$ cat config.mk
export PLATFORM = sky130hd
export DESIGN_NAME = fsm_call_responder
export DESIGN_NICKNAME = d
export VERILOG_FILES = /design/src/rtl/fsm_call_responder.sv
export SDC_FILE = /design/constraint.sdc
export NUM_CORES = 1
export LEC_CHECK = 0
export CAP_MARGIN = 20
export CORE_MARGIN = 4
export CORE_UTILIZATION = 51
export CTS_CLUSTER_DIAMETER = 150
export CTS_CLUSTER_SIZE = 16
export DETAILED_ROUTE_END_ITERATION = 10
export PLACE_DENSITY = 0.87
export SYNTH_ARGS = -nofsm -noshare
export SYNTH_HDL_FRONTEND = slang
export SYNTH_SLANG_ARGS = --single-unit
$ cat constraint.sdc
create_clock -name clk -period 2.5 [get_ports clk]
set_clock_uncertainty 0.2 [all_clocks]
set_input_delay 0.5 -clock clk [delete_from_list [all_inputs] [get_ports clk]]
set_output_delay 0.5 -clock clk [all_outputs]
set_load 0.005 [all_outputs]
$ cat src/rtl/fsm_call_responder.sv
// Callee side of the FSM call/return handshake: one outstanding call, two-exit function, registered outputs.
// Optional build macro FSM_CALL_COUNT_EN adds a saturating return-handshake counter (call_count).
module fsm_call_responder #(
   parameter int unsigned WIDTH     = 32,
   parameter int unsigned CMP_VALUE = 0,
   parameter int unsigned K0        = 2,
   parameter int unsigned K1        = 3,
   parameter int unsigned EVAL_CYC  = 1
) (
   input  logic             clk,
   input  logic             reset,
   input  logic             call_valid,
   input  logic [WIDTH-1:0] call_arg,
   output logic             call_ready,
   output logic             ret_valid,
   input  logic             ret_ready,
   output logic [WIDTH-1:0] ret_value,
   output logic             ret_path,
   output logic             busy
`ifdef FSM_CALL_COUNT_EN
   ,
   output logic [15:0]      call_count
`endif
);

   localparam int unsigned CNT_W = 4;
   localparam logic [CNT_W-1:0] CNT_INIT = CNT_W'(EVAL_CYC - 1);
   localparam logic [WIDTH-1:0] CMP_W    = WIDTH'(CMP_VALUE);
   localparam logic [WIDTH-1:0] K0_W     = WIDTH'(K0);
   localparam logic [WIDTH-1:0] K1_W     = WIDTH'(K1);

   typedef enum logic [7:0] {
      ST_IDLE   = 8'd0,
      ST_EVAL   = 8'd1,
      ST_RETURN = 8'd2
   } state_t;

   state_t             state;
   logic [CNT_W-1:0]   cnt;
   logic [WIDTH-1:0]   arg_q;

   // Call/evaluate/return sequencer; every output is a register written here.
   always_ff @(posedge clk) begin
      if (reset) begin
         state      <= ST_IDLE;
         cnt        <= '0;
         arg_q      <= '0;
         call_ready <= 1'b1;
         ret_valid  <= 1'b0;
         ret_value  <= '0;
         ret_path   <= 1'b0;
         busy       <= 1'b0;
      end else begin
         case (state)
            ST_IDLE: begin
               call_ready <= 1'b1;
               ret_valid  <= 1'b0;
               busy       <= 1'b0;
               if (call_valid && call_ready) begin
                  arg_q      <= call_arg;
                  cnt        <= CNT_INIT;
                  call_ready <= 1'b0;
                  busy       <= 1'b1;
                  state      <= ST_EVAL;
               end
            end
            ST_EVAL: begin
               if (cnt == '0) begin
                  if (arg_q == CMP_W) begin
                     ret_value <= arg_q + K0_W;
                     ret_path  <= 1'b0;
                  end else begin
                     ret_value <= arg_q + K1_W;
                     ret_path  <= 1'b1;
                  end
                  ret_valid <= 1'b1;
                  state     <= ST_RETURN;
               end else begin
                  cnt <= cnt - CNT_W'(1);
               end
            end
            ST_RETURN: begin
               // Result stays parked until the caller takes it; call_ready rises with IDLE.
               if (ret_ready) begin
                  ret_valid  <= 1'b0;
                  call_ready <= 1'b1;
                  busy       <= 1'b0;
                  state      <= ST_IDLE;
               end
            end
            default: begin
               state      <= ST_IDLE;
               cnt        <= '0;
               arg_q      <= '0;
               call_ready <= 1'b1;
               ret_valid  <= 1'b0;
               ret_value  <= '0;
               ret_path   <= 1'b0;
               busy       <= 1'b0;
            end
         endcase
      end
   end

`ifdef FSM_CALL_COUNT_EN
   // Completed-return counter, saturating at all ones.
   always_ff @(posedge clk) begin
      if (reset) begin
         call_count <= '0;
      end else if (ret_valid && ret_ready) begin
         if (call_count != 16'hFFFF) begin
            call_count <= call_count + 16'd1;
         end
         $display("fsm_call_responder: result %0h path %0d", ret_value, ret_path);
      end
   end
`endif

endmodule

After elaboration in Yosys (flattened, before gate mapping)
Index checks and enable logic that the tools add are counted.
{ "word_totals": {"wordCells": 56, "ff_bits": 80} }
{ "op_classes": {"bitwise_logic": 4, "mux": 23, "reduce_logical": 12, "n_eq_ne": 6, "n_addsub": 3} }
{ "op_table": {"columns": ["op", "count"], "rows": [
  ["$pmux W32 S2", 2],
  ["$mux W32", 3],
  ["$add A32 B2 Y32 const B", 2],
  ["$logic_not A32 Y1", 1],
  ["$mux W8", 3],
  ["$pmux W8 S3", 1],
  ["$pmux W4 S3", 1],
  ["$eq A8 B1 Y1 const B", 1],
  ["$eq A8 B2 Y1 const B", 1],
  ["$logic_not A8 Y1", 1],
  ["$mux W4", 2],
  ["$ne A2 B2 Y1 const B", 4],
  ["$reduce_and A2 Y1", 4],
  ["$mux W1", 7],
  ["$pmux W1 S3", 2],
  ["$reduce_and A3 Y1", 2],
  ["$logic_not A4 Y1", 1],
  ["$not A1 Y1", 4],
  ["$pmux W1 S2", 2],
  ["$reduce_or A2 Y1", 2],
  ["$sub A4 B1 Y4 const B", 1],
  ["$logic_and A1 B1 Y1", 1]
]} }

Logic depth before layout (Yosys ltp)
Gate-level depths: netlist of run 1.
{ "depth": {"word_depth": 4, "mapped_depth": 9, "ltp_nobuf": 7} }

Least setup slack after synthesis of run 1
OpenSTA, ideal clock, no wires.
{ "synth_path": {"kind": "reg-to-reg", "start": "reg arg_q[0]", "end": "reg ret_value[28]", "path_buffers": 1, "period_less_slack_ns": 2.292, "setup_time_ns": 0.117, "t_required_ns": 2.183, "stages_incl_launch_ff": 9, "arrival_ns": 1.975, "slack_ns": 0.208, "cell_sequence": "dfxtp_1 inv_1 ha_1 nand3b_1 or3_1 buf_2 nor4_1 xor2_1 a22o_1"} }
{ "synth_between": {"elab_chain_len": 4} }
{ "synth_lines": {"columns": ["element", "line", "source"], "rows": [
  ["start: declaration", "40", "logic [WIDTH-1:0] arg_q;"],
  ["start signal: assignment", "60", "arg_q <= call_arg;"],
  ["$add A32 B2 Y32 (tied with other cells)", "73", "ret_value <= arg_q + K1_W;"],
  ["$mux W32 *", "69", "if (arg_q == CMP_W) begin"],
  ["$mux W32 *", "68", "if (cnt == '0) begin"],
  ["$pmux W32 S2 *", "54", "case (state)"],
  ["end signal: assignment", "70", "ret_value <= arg_q + K0_W;"],
  ["end signal: assignment", "73", null],
  ["end: declaration", "17", "output logic [WIDTH-1:0] ret_value,"]
]} }
Mark *: on every way between the ends. The rest lies on a longest branch, timed or not. The select of a mux whose other input is x is not followed.
A chain may end at the register's enable or synchronous reset.

Worst setup path after layout of run 1
{ "layout_path": {"start": "reg arg_q[0]", "end": "reg ret_value[26]"} }
The elaborated chain is that of the path after synthesis.

==> results of run 1 <==
-- worst max-delay path: stages, from the launching register on --
cell,delay [ns]
dfxtp_1,0.41
inv_1,0.06
ha_1,0.24
nand3b_1,0.20
or3_4,0.46
nor4_1,0.40
xor2_1,0.13
a22o_1,0.21
-- layout by cell type, fill, tap and decap left out, drive strengths merged, types with 13 or more instances in the layout --
master / n
dfxtp: 74
clkdlybuf4s50: 71
nor2: 53
a22oi: 36
a22o: 24
nand2: 22
xor2: 19
buf: 16
xnor2: 14
nor4: 13
-- state kept, by name (all words and copies together), names as in the netlist --
register,flops
arg_q,32
call_ready,1
state,2
ret_path,1
ret_valid,1
busy,1
ret_value,32
cnt,4
-- per-stage QoR --
step                      instances  hold slack [ns]  total power (µW)
final                           526            0.258              4200
after global routing            526            0.281              4470
after CTS                       526            0.263              4190
after detailed placement        510            0.254              3230
after global placement          510            0.243              3170
after floorplan                 371            0.248              2680
-- per-layer routing --
layer,track usage,share of wire,vias to the layer above
li1,-,-,1476
met1,0.298,0.45,1440
met2,0.348,0.47,116
met3,0.0627,0.064,16
met4,0.0798,0.016,0
met5,0,0,-
-- cell families (layout without fill, tap and decap cells) --
group	after synthesis	after routing
flip-flops	74	74
multiplexers	1	1
AND/OR/NAND/NOR	140	140
adder cells (fa/ha/maj)	8	8
AO/OA/AOI/OAI	78	78
buffers and inverters	37	115
XOR/XNOR	33	33
-- path summary, 6_finish.rpt --
kind / startpoint / endpoint / slack, ns / cells past startpoint
max: arg_q[0]$_SDFFE_PP0P_ / ret_value[26]$_SDFFE_PP0P_ / 0.07 / 7
min: ret_path$_SDFFE_PP0P_ / ret_path$_SDFFE_PP0P_ / 0.26 / 2
max reg2reg: arg_q[0]$_SDFFE_PP0P_ / ret_value[26]$_SDFFE_PP0P_ / 0.07 / 7
min reg2reg: ret_path$_SDFFE_PP0P_ / ret_path$_SDFFE_PP0P_ / 0.26 / 2
-- timing repair --
item                                    CTS  global route
gates resized for setup                   0             4
hold buffers                              0             0
hold endpoints to repair                  0             0
endpoints found under the setup margin    0            19
-- final cells by class --
| type | instances | area [µm²] |
|---|---|---|
| flip-flops and latches | 74 | 1480 |
| clock buffers | 12 | 155 |
| inverters | 12 | 45.0 |
| repair buffers | 87 | 831 |
| multi-input cells | 260 | 1750 |
| clock inverters | 4 | 50.0 |
| fillers | 485 | 1980 |
| well taps | 77 | 96.3 |
-- power groups by stage --
stage | clock [µW] | combinational [µW] | sequential, µW
2_1_floorplan | 0 | 1120 | 1560
3_3_place_gp | 0 | 1570 | 1610
3_5_place_dp | 0 | 1620 | 1610
4_1_cts | 963 | 1640 | 1590
5_1_grt | 1010 | 1840 | 1620
6_report | 955 | 1650 | 1600
==> summary.txt, run 1 <==
Tmin final: 2.43 ns
CP required: 2.54 ns
First-pass GRT wire length: 13.7 mm
Post-DR vias/cell: 5.79
Synthesized area per cell: 9.08 µm²
Largest family of logic cells by synthesized area: simple AND/OR/NAND/NOR gates
Async S/R FF share, synth: 0
Area grow syn2layout: 30.9%
CP Launch Type: flip-flop
Setup Fix Bufs, Post-CTS: 0
Share of cells above drive strength 1: 0.0980
Post-route setup slack: 0.0733 ns
Sequential area share after synthesis: 0.440
# DRC: 0
Number of port buffers: 71
CTS sink count: 74
Combinational power share: 0.393
Synth area leaders: dfxtp_1 44%, a22oi_1 8.0%, a22o_1 6.2%
Io pins: 72
GRT overflow: 0
Crit. End Element: flip-flop
Synth Area in Adders: 0.0297
Highest clock rate: 412 MHz
Mux cell area share after synthesis: 0.00297
Sequential share of power: 0.380
Core region area: 6390 µm²
Post-synth EDFFs: 0
Synth unique cells: 42
Yosys top cell area share: 0.440
Post-Syn Area: 3370 µm²
Cell-internal power: 2600 µW
Final Setup Violations: 0
Ys flop type: dfxtp_1
CTS Root Buffer Type: clkbuf_8
Syn Nets: 415
GRT Resource Usage Total: 0.224
CTS clock-pin slew for the worst setup and hold paths: 0.07 ns
Detailed Place HPWL: 6.15 mm
Crit Path Max Fanout: 9
Inserted Clock Buffers: 9
Initial antenna violation count: 0
Die area: 7970 µm²
XOR/XNOR Fraction of Synth Area: 0.0858
Setup TNS: 0 ns
Largest net degree at the start of global routing: 42
Hold Fails Final Rpt: 0
Fin crit share: 0.971
Synth area leader: dfxtp_1
Count leader, synth: dfxtp_1
Synth Area in Simple Gates: 0.214
Clock tree buffer depth: 2
Core Rows: 29
CP arrival: 2.47 ns
Clk pwr share: 0.227
Compound-Gate Fraction of Synth Area: 0.181
GPL Wtd Cong: 0.842
Routed WL: 8.60 mm
Antenna cells: 0
Area after DPL: 4190 µm²
Clock Latency Late Sink: 0.35 ns
NetSw: 1600 µW
Power per cell area: 954 nW/µm²
Run status: complete, no violations
DR pass1 iterations: 5
Die Span X: 89.3 µm
Nets: 488
Maximum vdd drop: 0.000691 V
Relative slew slack: 0.335
Yosys reg bits: 74
H-Tree Depth: 3
CTS tree: done
Syn Inst Count: 371
Max cap viols: 0
Per-cell routed wire length: 16.3 µm
Switching part of the total: 0.380
Post-route cell area: 4410 µm²
Synth cell count leaders: 74 x dfxtp_1, 53 x nor2_1, 36 x a22oi_1
Initial core utilization: 0.527
Final Max Tran Viols: 0
WS Path Type: reg2reg
Dpl ws: 0.0755 ns
DRT antenna net count: 0
Slew at the pin with the worst max-slew slack: 0.998 ns
Vias in the first global route: 2790
Die Y-Extent: 89.3 µm
Hold Crit Class: reg2reg
Pleak: 0.00167 µW
Final Util: 0.690
Via count: 3048
Initial DRC count: 290
Synth warnings: 0
Power figures use the tool's default switching activity.
==> run 2, diff against run 1 <==
- CAP_MARGIN: 20 -> 5
==> results of run 2 <==
No change in the layout: final DEF, timing and power equal those of run 1.
==> run 3, diff against run 2 <==
- GPL_TIMING_DRIVEN: unset -> 0
==> summary.txt, run 3 (same netlist as run 1, synthesis figures left out) <==
Run status: complete, no violations
Slew at the pin with the worst max-slew slack: 0.641 ns (-0.357 ns)
Tmin final: 2.41 ns (-0.0185 ns)
Most frequent cells in the layout: 72 x dfxtp_1, 70 x clkdlybuf4s50_1, 53 x nor2_1
CTS tree: done
# fillers: 500 (+3.1%)
Post-DR vias/cell: 5.93 (+2.3%)
Hold Fails Final Rpt: 0 (unchanged)
R2R setup slack: 0.09 ns (+0.02 ns)
Area after DPL: 4160 µm² (-0.51%)
CP Launch Type: flip-flop
Final Setup Violations: 0 (unchanged)
CP required: 2.55 ns (about the same)
Cells on Worst Hold Path: 2 (unchanged)
CTS sink count: 74 (unchanged)
Post-route cell area: 4480 µm² (+1.6%)
Multi-input gate area: 1780 µm² (+1.9%)
Power per cell area: 967 nW/µm² (+1.4%)
GPL Wtd Cong: 0.884 (+5.0%)
Commonest non-fill, non-tap cell in the layout: dfxtp_1
Most frequent CP cell: buf_2
Maximum vdd drop: 0.000613 V (-11%)
GRT overflow: 0 (unchanged)
Initial core utilization: 0.527 (unchanged)
Largest incremental delay on the critical path: 0.40 ns (-0.06 ns)
DRT antenna net count: 0 (unchanged)
Final Max Tran Viols: 0 (unchanged)
Area grow syn2layout: 32.9%
CP arrival: 2.45 ns (-0.02 ns)
Number of port buffers: 70 (-1.4%)
H-Tree Depth: 3 (unchanged)
Io pins: 72 (unchanged)
Crit Path Max Fanout: 10 (+1)
Die area: 7970 µm² (unchanged)
Final Power: 4330 µW (+3.0%)
Die Span X: 89.3 µm (unchanged)
CTS Root Buffer Type: clkbuf_8
Via count: 3167 (+3.9%)
Fin crit share: 0.963 (-0.00741)
Pleak: 0.00171 µW (+2.2%)
Antenna cells: 0 (unchanged)
Highest clock rate: 415 MHz (+0.77%)
GRT Resource Usage Total: 0.232 (+0.00830)
CTS clock-pin slew for the worst setup and hold paths: 0.08 ns (about the same)
Detailed Place HPWL: 6.53 mm (+6.2%)
Per-cell routed wire length: 17.2 µm (+5.0%)
WS Path Type: reg2reg
Core Rows: 29 (unchanged)
Core region area: 6390 µm² (unchanged)
Max cap viols: 0 (unchanged)
Nets: 497 (+1.8%)
DR pass1 iterations: 5 (unchanged)
Die Y-Extent: 89.3 µm (unchanged)
Biggest regs: arg_q: 32 flops, ret_value: 32 flops, cnt: 4 flops
Largest net degree at the start of global routing: 13 (-69%)
Crit. End Element: flip-flop
RSZ-0062 raised after global routing: true
Share of cells above drive strength 1: 0.103 (+0.00485)
# DRC: 0 (unchanged)
Storage element area: 1480 µm² (+0.17%)
Hold Crit Class: reg2reg
Slowest cell on the critical path: or3_4
Initial antenna violation count: 0 (unchanged)
Relative slew slack: 0.569 (+0.235)
First-pass GRT wire length: 14.2 mm (+3.3%)
Clock tree buffer depth: 2 (unchanged)
Vias in the first global route: 3012 (+8.0%)
Routed WL: 9.17 mm (+6.6%)
Clock Latency Late Sink: 0.35 ns (about the same)
Inserted Clock Buffers: 9 (unchanged)
Critical-path cell list: inv_1, ha_1, a21boi_1, or3_4, and2_1, buf_2, buf_2, a22o_1
Initial DRC count: 242 (-17%)
Worst Reg2Reg Path Length in Cells: 8 (+1)
[run 3: changes by cell type in the layout (fill, tap and decap cells not counted), moves of 3 or more]
| cell | delta |
|---|---|
| buf_4 | -14 |
| clkbuf_2 | +3 |
| nor4_1 | -3 |
| clkbuf_1 | +8 |
| buf_2 | +10 |
[run 3: where the power goes]
part           switching (µW)  internal, µW  total (µW)
clock                     438           683        1120
combinational             935           675        1610
sequential                229          1370        1600
total                    1600          2730        4330
[run 3: repair_timing]
| item | CTS | global route |
|---|---|---|
| resized for setup | 5 | 13 |
| pin swaps | 0 | 0 |
| endpoints found under the setup margin | 24 | 52 |
| hold buffers | 0 | 0 |
| buffers inserted | 1 | 1 |
[run 3: area by class of cell]
cell class,instances,area share
buffer,24,0.0254
sequential,74,0.332
multi-input combinational,260,0.398
clock buffer,10,0.0308
timing repair buffer,72,0.160
tap,77,0.0215
clock inverter,5,0.0229
inverter,12,0.0101
[run 3: path summary, 6_finish.rpt]
kind / to / start
max: ret_value[16]$_SDFFE_PP0P_ / state[1]$_SDFFE_PP0P_
min: busy$_SDFFE_PP0P_ / busy$_SDFFE_PP0P_
max reg2reg: ret_value[16]$_SDFFE_PP0P_ / state[1]$_SDFFE_PP0P_
min reg2reg: busy$_SDFFE_PP0P_ / busy$_SDFFE_PP0P_
[run 3: critical path: cells and delay by family (launching register included)]
kind | cells | cell delay (ns)
AND/OR/NAND/NOR | 2 | 0.59
buffers and inverters | 3 | 0.47
AO/OA/AOI/OAI | 2 | 0.42
flip-flops | 1 | 0.39
adder cells (fa/ha/maj) | 1 | 0.24
[run 3: through the flow]
step                TNS [ns]  hold slack, ns  utilization  setup slack, ns  instances
floorplan                  0           0.248            -            0.208        371
global placement       -1.12           0.248        0.652          -0.0581        518
detailed placement     -2.86           0.255        0.652          -0.0991        518
CTS                        0           0.265        0.694           0.0288        533
global route         -0.0843           0.275        0.701          -0.0227        534
finish                     0           0.260        0.701           0.0918        534
[run 3: routing by layer]
| metal | vias up | wire, µm | GRT usage |
|---|---|---|---|
| met5 | - | 0 | 0 |
| met4 | 0 | 183 | 0.107 |
| met3 | 22 | 672 | 0.0378 |
| met2 | 145 | 4500 | 0.394 |
| met1 | 1503 | 3810 | 0.288 |
| li1 | 1497 | - | - |
